--- src/rtl/uart_rx_fifo.sv ---
// uart_rx_fifo: first-word-fall-through receive buffer with level, almost-full, sticky overrun and character timeout
module uart_rx_fifo #(
  parameter int NCHAR          = 8,
  parameter int DEPTH          = 16,
  parameter int ALMOST_FULL    = 12,
  parameter int DROP_ERR       = 0,
  parameter int TIMEOUT_CYCLES = 19096
) (
  input  logic                       clk,
  input  logic                       rst,
  input  logic [NCHAR-1:0]           rx_data,
  input  logic                       rx_valid,
  input  logic                       rx_frame_error,
  input  logic                       rx_parity_error,
  output logic [NCHAR-1:0]           m_data,
  output logic                       m_frame_error,
  output logic                       m_parity_error,
  output logic                       m_valid,
  input  logic                       m_ready,
  input  logic                       flush,
  input  logic                       overrun_clr,
  output logic [$clog2(DEPTH+1)-1:0] level,
  output logic                       almost_full,
  output logic                       overrun,
  output logic                       timeout
);
  localparam int AW = $clog2(DEPTH);
  localparam int PW = AW + 1;
  localparam int LW = $clog2(DEPTH + 1);
  localparam int CW = $clog2(TIMEOUT_CYCLES + 1);
  logic [NCHAR+1:0] mem [DEPTH];
  logic [NCHAR+1:0] head;
  logic [PW-1:0] wp, rp;
  logic [CW-1:0] cnt;
  logic [LW-1:0] lvl_n;
  logic empty, full, pop, push_req, push, ovr_evt, act, expired;
  assign empty    = wp == rp;
  assign full     = (wp[AW-1:0] == rp[AW-1:0]) && (wp[AW] != rp[AW]);
  assign head     = mem[rp[AW-1:0]];
  assign m_valid  = ~empty;
  assign m_data         = empty ? '0 : head[NCHAR-1:0];
  assign m_frame_error  = empty ? 1'b0 : head[NCHAR];
  assign m_parity_error = empty ? 1'b0 : head[NCHAR+1];
  assign pop      = ~empty & m_ready;
  assign push_req = rx_valid & ~((DROP_ERR != 0) & (rx_frame_error | rx_parity_error));
  // a full FIFO still accepts a character when the head leaves in the same cycle
  assign push     = push_req & (~full | pop) & ~flush;
  assign ovr_evt  = push_req & full & ~pop & ~flush;
  assign act      = push | pop | flush;
  assign expired  = cnt == CW'(TIMEOUT_CYCLES - 1);
  assign lvl_n    = flush ? '0 : level + LW'(push) - LW'(pop);
  always_ff @(posedge clk)
    if (push) mem[wp[AW-1:0]] <= {rx_parity_error, rx_frame_error, rx_data};
  always_ff @(posedge clk or posedge rst)
    if (rst) begin
      wp          <= '0;
      rp          <= '0;
      level       <= '0;
      almost_full <= 1'b0;
      overrun     <= 1'b0;
      cnt         <= '0;
      timeout     <= 1'b0;
    end else begin
      wp          <= flush ? '0 : wp + PW'(push);
      rp          <= flush ? '0 : rp + PW'(pop);
      level       <= lvl_n;
      almost_full <= lvl_n >= LW'(ALMOST_FULL);
      overrun     <= ovr_evt | (overrun & ~overrun_clr);
      cnt         <= (act | empty) ? '0 : expired ? cnt : cnt + CW'(1);
      timeout     <= (act | empty) ? 1'b0 : (timeout | expired);
    end
endmodule

--- config.mk ---
export PLATFORM = sky130hd
export DESIGN_NAME = uart_rx_fifo
export DESIGN_NICKNAME = d
export VERILOG_FILES = /design/src/rtl/uart_rx_fifo.sv
export SDC_FILE = /design/constraint.sdc
export NUM_CORES = 1
export LEC_CHECK = 0
export BUFFER_PORTS_ARGS = -buffer_cell sky130_fd_sc_hd__buf_4
export CAP_MARGIN = 20
export CORE_UTILIZATION = 55
export CTS_CLUSTER_SIZE = 24
export DETAILED_ROUTE_END_ITERATION = 10
export PLACE_DENSITY_LB_ADDON = 0.15
export SKIP_CTS_REPAIR_TIMING = 1
export SLEW_MARGIN = 10
export SYNTH_ARGS = -nofsm -noshare
export SYNTH_HDL_FRONTEND = slang
export SYNTH_SLANG_ARGS = --single-unit
--- constraint.sdc ---
create_clock -name clk -period 2.7 [get_ports clk]
set_input_delay 0.54 -clock clk [delete_from_list [all_inputs] [get_ports clk]]
set_output_delay 0.54 -clock clk [all_outputs]
set_load 0.02 [all_outputs]
==> metrics.cfg, run 1 <==
[grt]
gr-usage-met2=0.388
grt_busiest_layer=met2
antenna_found_initial=0
use_met3=0.0498
grt_max_degree=42
groute.usage.overall=0.234
gr-total-overflow=0
grt_pass1_wl_mm=24.9
globalRouteMet1Util=0.306
grt_pass1_vias=4493

[power]
power.density_nw_per_um2=723
pwr-share-clk=0.371
power_leakage_nw=3.32
p_sw_mw=1.70
p_int_mw=5.36
p_comb_frac=0.159
pwr-share-seq=0.470
peakVddDrop_v=0.000530
p_sw_frac=0.240

[setup_path]
worst-path-max-fanout=5
max_stage_delay_ns=0.43
crit_arrival_ns=2.21
cp_common_cell=buf_4
ff2ff_setup_slack_ns=-0.03
timing.critical_path.cells=buf_4, clkbuf_16, mux4_2, mux2i_1, or2_1, a21oi_2, buf_4
end_kind=output port
required_ns=2.16
rr_worst_depth=13
cp-start-kind=flip-flop
r2r_start=rp[1]
critPathSlowestCell=dfrtp_2
startpoint=rp[1]
path_class=reg2out

[clock_network]
cts_tree=yes
clk_latency_ns=0.43
htreeDepth=4
clockBufferDepth=2
cts_buffers=17
clkSinkCount=193
clk_pin_slew_ns=0.07
cts-root-buf=clkbuf_16

[sta]
setup_violations=9
timing.slew.headroom=0.319
clock_skew_ns=0.00599
post-route-min-period_ns=2.75
worst_pin_slew_ns=1.02
period_share=1.02
fmax_ghz=0.364
fin_tns_setup_ns=-0.232
maxSlewViolCount=0
fin_ws_ns=-0.0480
finalHoldViolCount=0
rsz0062_at_grt=true

[synth]
synth.net_count=514
ys.flop_type=edfxtp_1
synth_fa_ha_area_frac=0.0195
yosys.area_share.simple=0.0833
ys_ff_latch=193
synth_top_family_by_area=multiplexers
netlist_instances=486
synth_top_cell_by_area=edfxtp_1
yosys_warnings=0
yosys.area.top_type_share=0.593
synthMuxAreaShare=0.122
ys_types=42
async_flop_share=0.171
synth-compound-area-share=0.0298
netlist_area_um2=8100
avgSynthCellArea_um2=16.7
synth_xor_area_frac=0.0281
synth_edf_count=160
yosysSeqAreaShare=0.695
yosys-top-cells-area=edfxtp_1 59%, dfrtp_1 10%, mux4_2 8.3%

[place]
gp_congestion=0.799
io_buffers=34
dp_cells=709
dp_hpwl_mm=10.2

[layout]
fill_cells=923
fin_nets=593
layout-drive-gt1-share=0.313
multi_input_area_um2=2440
regArea_um2=5630
area_delta_synth_final_pct=20.6
final_cells=758
diodes=0

[min_path]
worst_hold_path_type=in2async

[status]
violations=setup timing
outcome=complete, but fails checks

[routing]
drtPass1Iterations=5
finalWirelength_mm=16.6
avgRoutedWirePerCell_um=21.9
drc=0
vias=4456
drt-initial-drc-count=291
antenna_left=0
via_per_inst=5.88

[die]
die_x_um=123
io_pins=35
dieArea_um2=15200
core_um2=14100
start_util=0.574
num_rows=43
dieHeight_um=123

[flow_run]
cap_violations=0

==> metal layers <==
layer  up-vias  routed length, um
li1       2029                  -
met1      2272               7050
met2       132               8540
met3        23                801
met4         0                227
met5         -                  0
==> path summary, 6_finish.rpt <==
kind / end
worst max-delay path: m_parity_error
worst min-delay path: level[2]
worst max register to register: almost_full
worst min register to register: overrun
max in group asynchronous: rp[0]
min in group clk: rp[0]
==> through the flow <==
stage / total power [mW] / utilization / setup slack (ns) / instance area, um2 / hold slack, ns
6_report: 7.06 / 0.693 / -0.0480 / 9770 / 0.211
5_1_grt: 7.30 / 0.693 / -0.135 / 9770 / 0.297
4_1_cts: 6.92 / 0.669 / -0.237 / 9430 / 0.224
3_5_place_dp: 4.32 / 0.625 / -0.0184 / 8810 / 0.487
3_3_place_gp: 4.30 / 0.625 / 0.0527 / 8810 / 0.487
2_1_floorplan: 4.02 / - / -0.140 / 8170 / 0.519
==> registers in the layout, summed over array words and instances, names as in the netlist <==
signal	cells
almost_full	1
cnt	15
level	5
mem	160
overrun	1
rp	5
timeout	1
wp	5
==> critical path: cells and delay by family (launching register included) <==
kind,cells,cell delay [ns]
buf+inv,3,0.50
mux,2,0.40
flops,1,0.43
compound gates,1,0.20
simple gates,1,0.25
==> cell type report <==
| class | instances | share of cell area |
|---|---|---|
| Inverter | 14 | 0.00538 |
| Sequential cell | 193 | 0.577 |
| Clock buffer | 18 | 0.0439 |
| Multi-Input combinational cell | 255 | 0.250 |
| Clock inverter | 14 | 0.0195 |
| Tap cell | 180 | 0.0231 |
| Timing Repair Buffer | 84 | 0.0816 |
==> power by group through the flow <==
| stage | logic [mW] | registers, mW | clock network [mW] |
|---|---|---|---|
| 2_1_floorplan | 0.606 | 3.41 | 0 |
| 3_3_place_gp | 0.921 | 3.38 | 0 |
| 3_5_place_dp | 0.942 | 3.38 | 0 |
| 4_1_cts | 0.949 | 3.32 | 2.65 |
| 5_1_grt | 1.21 | 3.32 | 2.77 |
| 6_report | 1.12 | 3.32 | 2.62 |
==> cells in the mapped netlist (all sizes together) (4+ instances only) <==
cell type,number
nand4,4
nand2b,10
edfxtp,160
ha,11
nor3,14
dfrtp,33
nor4,8
a21oi,15
a22oi,5
mux4,30
inv,14
or2,11
nor2b,8
xor2,7
buf,17
nand3,19
clkbuf,7
o2111ai,5
nor2,28
mux2i,31
xnor2,19
nand2,13
==> kinds of logic after synthesis <==
| group | Yosys count |
|---|---|
| AOI/OAI and AO/OA | 33 |
| and+or+nand+nor | 123 |
| buffers and inverters | 38 |
| muxes | 61 |
| adders and majority gates | 12 |
| xor gates and xnor gates | 26 |
| DFF | 193 |
==> cell usage in the layout (no fill, tap or decap), types with 6 or more instances in the layout <==
master / n
a21oi_1: 9
a21oi_2: 6
buf_4: 66
buf_6: 9
clkbuf_16: 22
clkinvlp_4: 7
dfrtp_1: 31
edfxtp_1: 160
ha_1: 9
inv_1: 11
mux2i_1: 29
mux4_2: 30
nand2_1: 12
nand2b_1: 10
nand3_1: 19
nor2_1: 27
nor2b_1: 7
nor3_1: 14
nor4_2: 6
xnor2_1: 15
xor2_1: 7
No activity file was read; power rests on OpenSTA's default activity.
==> inputs of run 2 (changes only) <==
--- a/config.mk
+++ b/config.mk
@@ -8,6 +8,7 @@
 export BUFFER_PORTS_ARGS = -buffer_cell sky130_fd_sc_hd__buf_4
 export CAP_MARGIN = 20
 export CORE_UTILIZATION = 55
+export CTS_BUF_LIST = sky130_fd_sc_hd__clkbuf_8 sky130_fd_sc_hd__clkbuf_16
 export CTS_CLUSTER_SIZE = 24
 export DETAILED_ROUTE_END_ITERATION = 10
 export PLACE_DENSITY_LB_ADDON = 0.15
==> constraint.sdc (replaced) <==
create_clock -name clk -period 2.7 [get_ports clk]
set_input_delay 0.54 -clock clk [delete_from_list [all_inputs] [get_ports clk]]
set_output_delay 0.54 -clock clk [all_outputs]
set_load 0.1 [all_outputs]
==> metrics.cfg, run 2 (synthesis results as in run 1) <==
[place]
dp_hpwl_mm=10.1  ; was 10.2 mm
gp_congestion=0.798  ; was 0.799
dp_cells=714  ; was 709
placed_cell_area_um2=8900  ; was 8810 um2
io_buffers=34  ; unchanged

[routing]
finalWirelength_mm=17.6  ; was 16.6 mm
drt-initial-drc-count=424  ; was 291
avgRoutedWirePerCell_um=23.0  ; was 21.9 um
antenna_left=0  ; unchanged
vias=4570  ; was 4456
drtPass1Iterations=5  ; unchanged
via_per_inst=5.97  ; was 5.88
drc=0  ; unchanged

[power]
power.density_nw_per_um2=769  ; was 723 nW/um2
finalPower_mw=7.72  ; was 7.06 mW
p_sw_frac=0.278  ; was 0.240
p_sw_mw=2.15  ; was 1.70 mW
peakVddDrop_v=0.000714  ; was 0.000530 V
pwr-share-clk=0.349  ; was 0.371
pwr-share-seq=0.431  ; was 0.470
p_int_mw=5.57  ; was 5.36 mW
power_leakage_nw=3.43  ; was 3.32 nW
p_comb_frac=0.220  ; was 0.159

[die]
io_pins=35  ; unchanged
die_x_um=123  ; unchanged
core_um2=14100  ; unchanged
num_rows=43  ; unchanged
dieHeight_um=123  ; unchanged
dieArea_um2=15200  ; unchanged
start_util=0.574  ; unchanged

[sta]
period_share=1.03  ; was 1.02
maxSlewViolCount=0  ; unchanged
worst_pin_slew_ns=0.895  ; was 1.02 ns
timing.slew.headroom=0.403  ; was 0.319
whs_ns=0.309  ; was 0.211 ns
fmax_ghz=0.359  ; was 0.364 GHz
setup_violations=10  ; was 9
rsz0062_at_grt=true  ; unchanged
fin_ws_ns=-0.0862  ; was -0.0480 ns
post-route-min-period_ns=2.79  ; was 2.75 ns
clock_skew_ns=0.00730  ; was 0.00599 ns
finalHoldViolCount=0  ; unchanged

[clock_network]
clkSinkCount=193  ; unchanged
cts_buffers=17  ; unchanged
cts_tree=yes  ; unchanged
cts-root-buf=clkbuf_16  ; unchanged
htreeDepth=4  ; unchanged
clk_latency_ns=0.42  ; was 0.43 ns
clk_pin_slew_ns=0.07  ; about the same
clockBufferDepth=2  ; unchanged

[setup_path]
path_class=reg2out  ; unchanged
r2r_start=rp[1]  ; unchanged
cp-start-kind=flip-flop  ; unchanged
critPathBufInv=3  ; unchanged
timing.critical_path.cells=buf_12, buf_16, mux4_2, mux2i_1, or2_0, a21oi_1, buf_6  ; was buf_4, clkbuf_16, mux4_2, mux2i_1, or2_1, a21oi_2, buf_4
r2r_end=almost_full  ; unchanged
cp_top_family=multiplexers  ; was buffers and inverters
rr_worst_depth=14  ; was 13
critPathSlowestCell=mux4_2  ; was dfrtp_2
max_stage_delay_ns=0.51  ; was 0.43 ns
end_kind=output port  ; unchanged
required_ns=2.16  ; about the same
ff2ff_setup_slack_ns=-0.06  ; was -0.03 ns
worst-path-max-fanout=12  ; was 5
crit_arrival_ns=2.25  ; was 2.21 ns

[layout]
largest_register_ffs=160  ; unchanged
area_delta_synth_final_pct=24.1  ; was 20.6%
final_cells=765  ; was 758
fin_nets=600  ; was 593
finalInstanceArea_um2=10000  ; was 9770 um2
regArea_um2=5630  ; about the same
layout-drive-gt1-share=0.344  ; was 0.313
final_core_util=0.713  ; was 0.693
layout_common_cells=160 x edfxtp_1, 68 x buf_4, 31 x mux2i_1  ; was 160 x edfxtp_1, 66 x buf_4, 31 x dfrtp_1
fill_cells=891  ; was 923
multi_input_area_um2=2510  ; was 2440 um2
diodes=0  ; unchanged
final_common_cell=edfxtp_1  ; unchanged

[grt]
grt_pass1_wl_mm=24.9  ; about the same
grt_max_degree=42  ; unchanged
antenna_found_initial=0  ; unchanged
groute.usage.overall=0.231  ; was 0.234
grt_pass1_vias=4446  ; was 4493
gr-total-overflow=0  ; unchanged

[status]
violations=setup timing  ; unchanged
outcome=complete, but fails checks  ; unchanged

[flow_run]
cap_violations=0  ; unchanged

[min_path]
worst_hold_path_type=in2async  ; unchanged

==> run 2: cell count changes in the layout (fill, tap and decap cells not counted), moves of 4 or more <==
cell | previous run | this run
o2111ai_2 | 1 | 5
a21oi_1 | 9 | 4
clkinv_2 | 1 | 5
o2111ai_1 | 4 | 0
buf_6 | 9 | 3
buf_12 | 3 | 13
clkinvlp_4 | 7 | 3
==> run 2: layout make-up <==
class	count	share of cell area
clock buffer	17	0.0423
tap	180	0.0224
timing repair buffer	91	0.0978
clock inverter	15	0.0215
sequential	193	0.561
inverter	14	0.00560
multi-input combinational	255	0.249
==> run 2: how the worst max path moves through the flow <==
stage,from,end,slack (ns),depth (start not counted)
2_1_floorplan,wp[0],almost_full,-0.61,14
3_3_place_gp,rp[1],mem[9][8],-0.09,7
3_5_place_dp,wp[0],almost_full,0.04,13
4_1_cts,rp[1],m_data[1],-0.42,7
5_1_grt,rp[1],m_data[2],-0.20,7
6_report,rp[1],m_data[2],-0.09,7
==> run 2: metal layers <==
metal,part of all wire,global-route usage,wire length [um]
met5,0,0,0
met4,0.018,0.0685,319
met3,0.058,0.0549,1020
met2,0.51,0.382,9020
met1,0.41,0.307,7210
==> run 2: power groups by stage <==
stage               clock, mW  sequential [mW]  combinational, mW
floorplan                   0             3.60              0.880
global placement            0             3.38               1.41
detailed placement          0             3.38               1.43
CTS                      2.71             3.32               1.43
global route             2.84             3.33               1.79
finish                   2.69             3.33               1.70
==> run 2: per-stage QoR <==
| step | setup WS (ns) | TNS, ns |
|---|---|---|
| 5_1_grt | -0.196 | -1.57 |
| 3_3_place_gp | -0.0882 | -0.441 |
| 2_1_floorplan | -0.614 | -4.71 |
| 6_report | -0.0862 | -0.636 |
| 3_5_place_dp | 0.0365 | 0 |
| 4_1_cts | -0.425 | -3.58 |
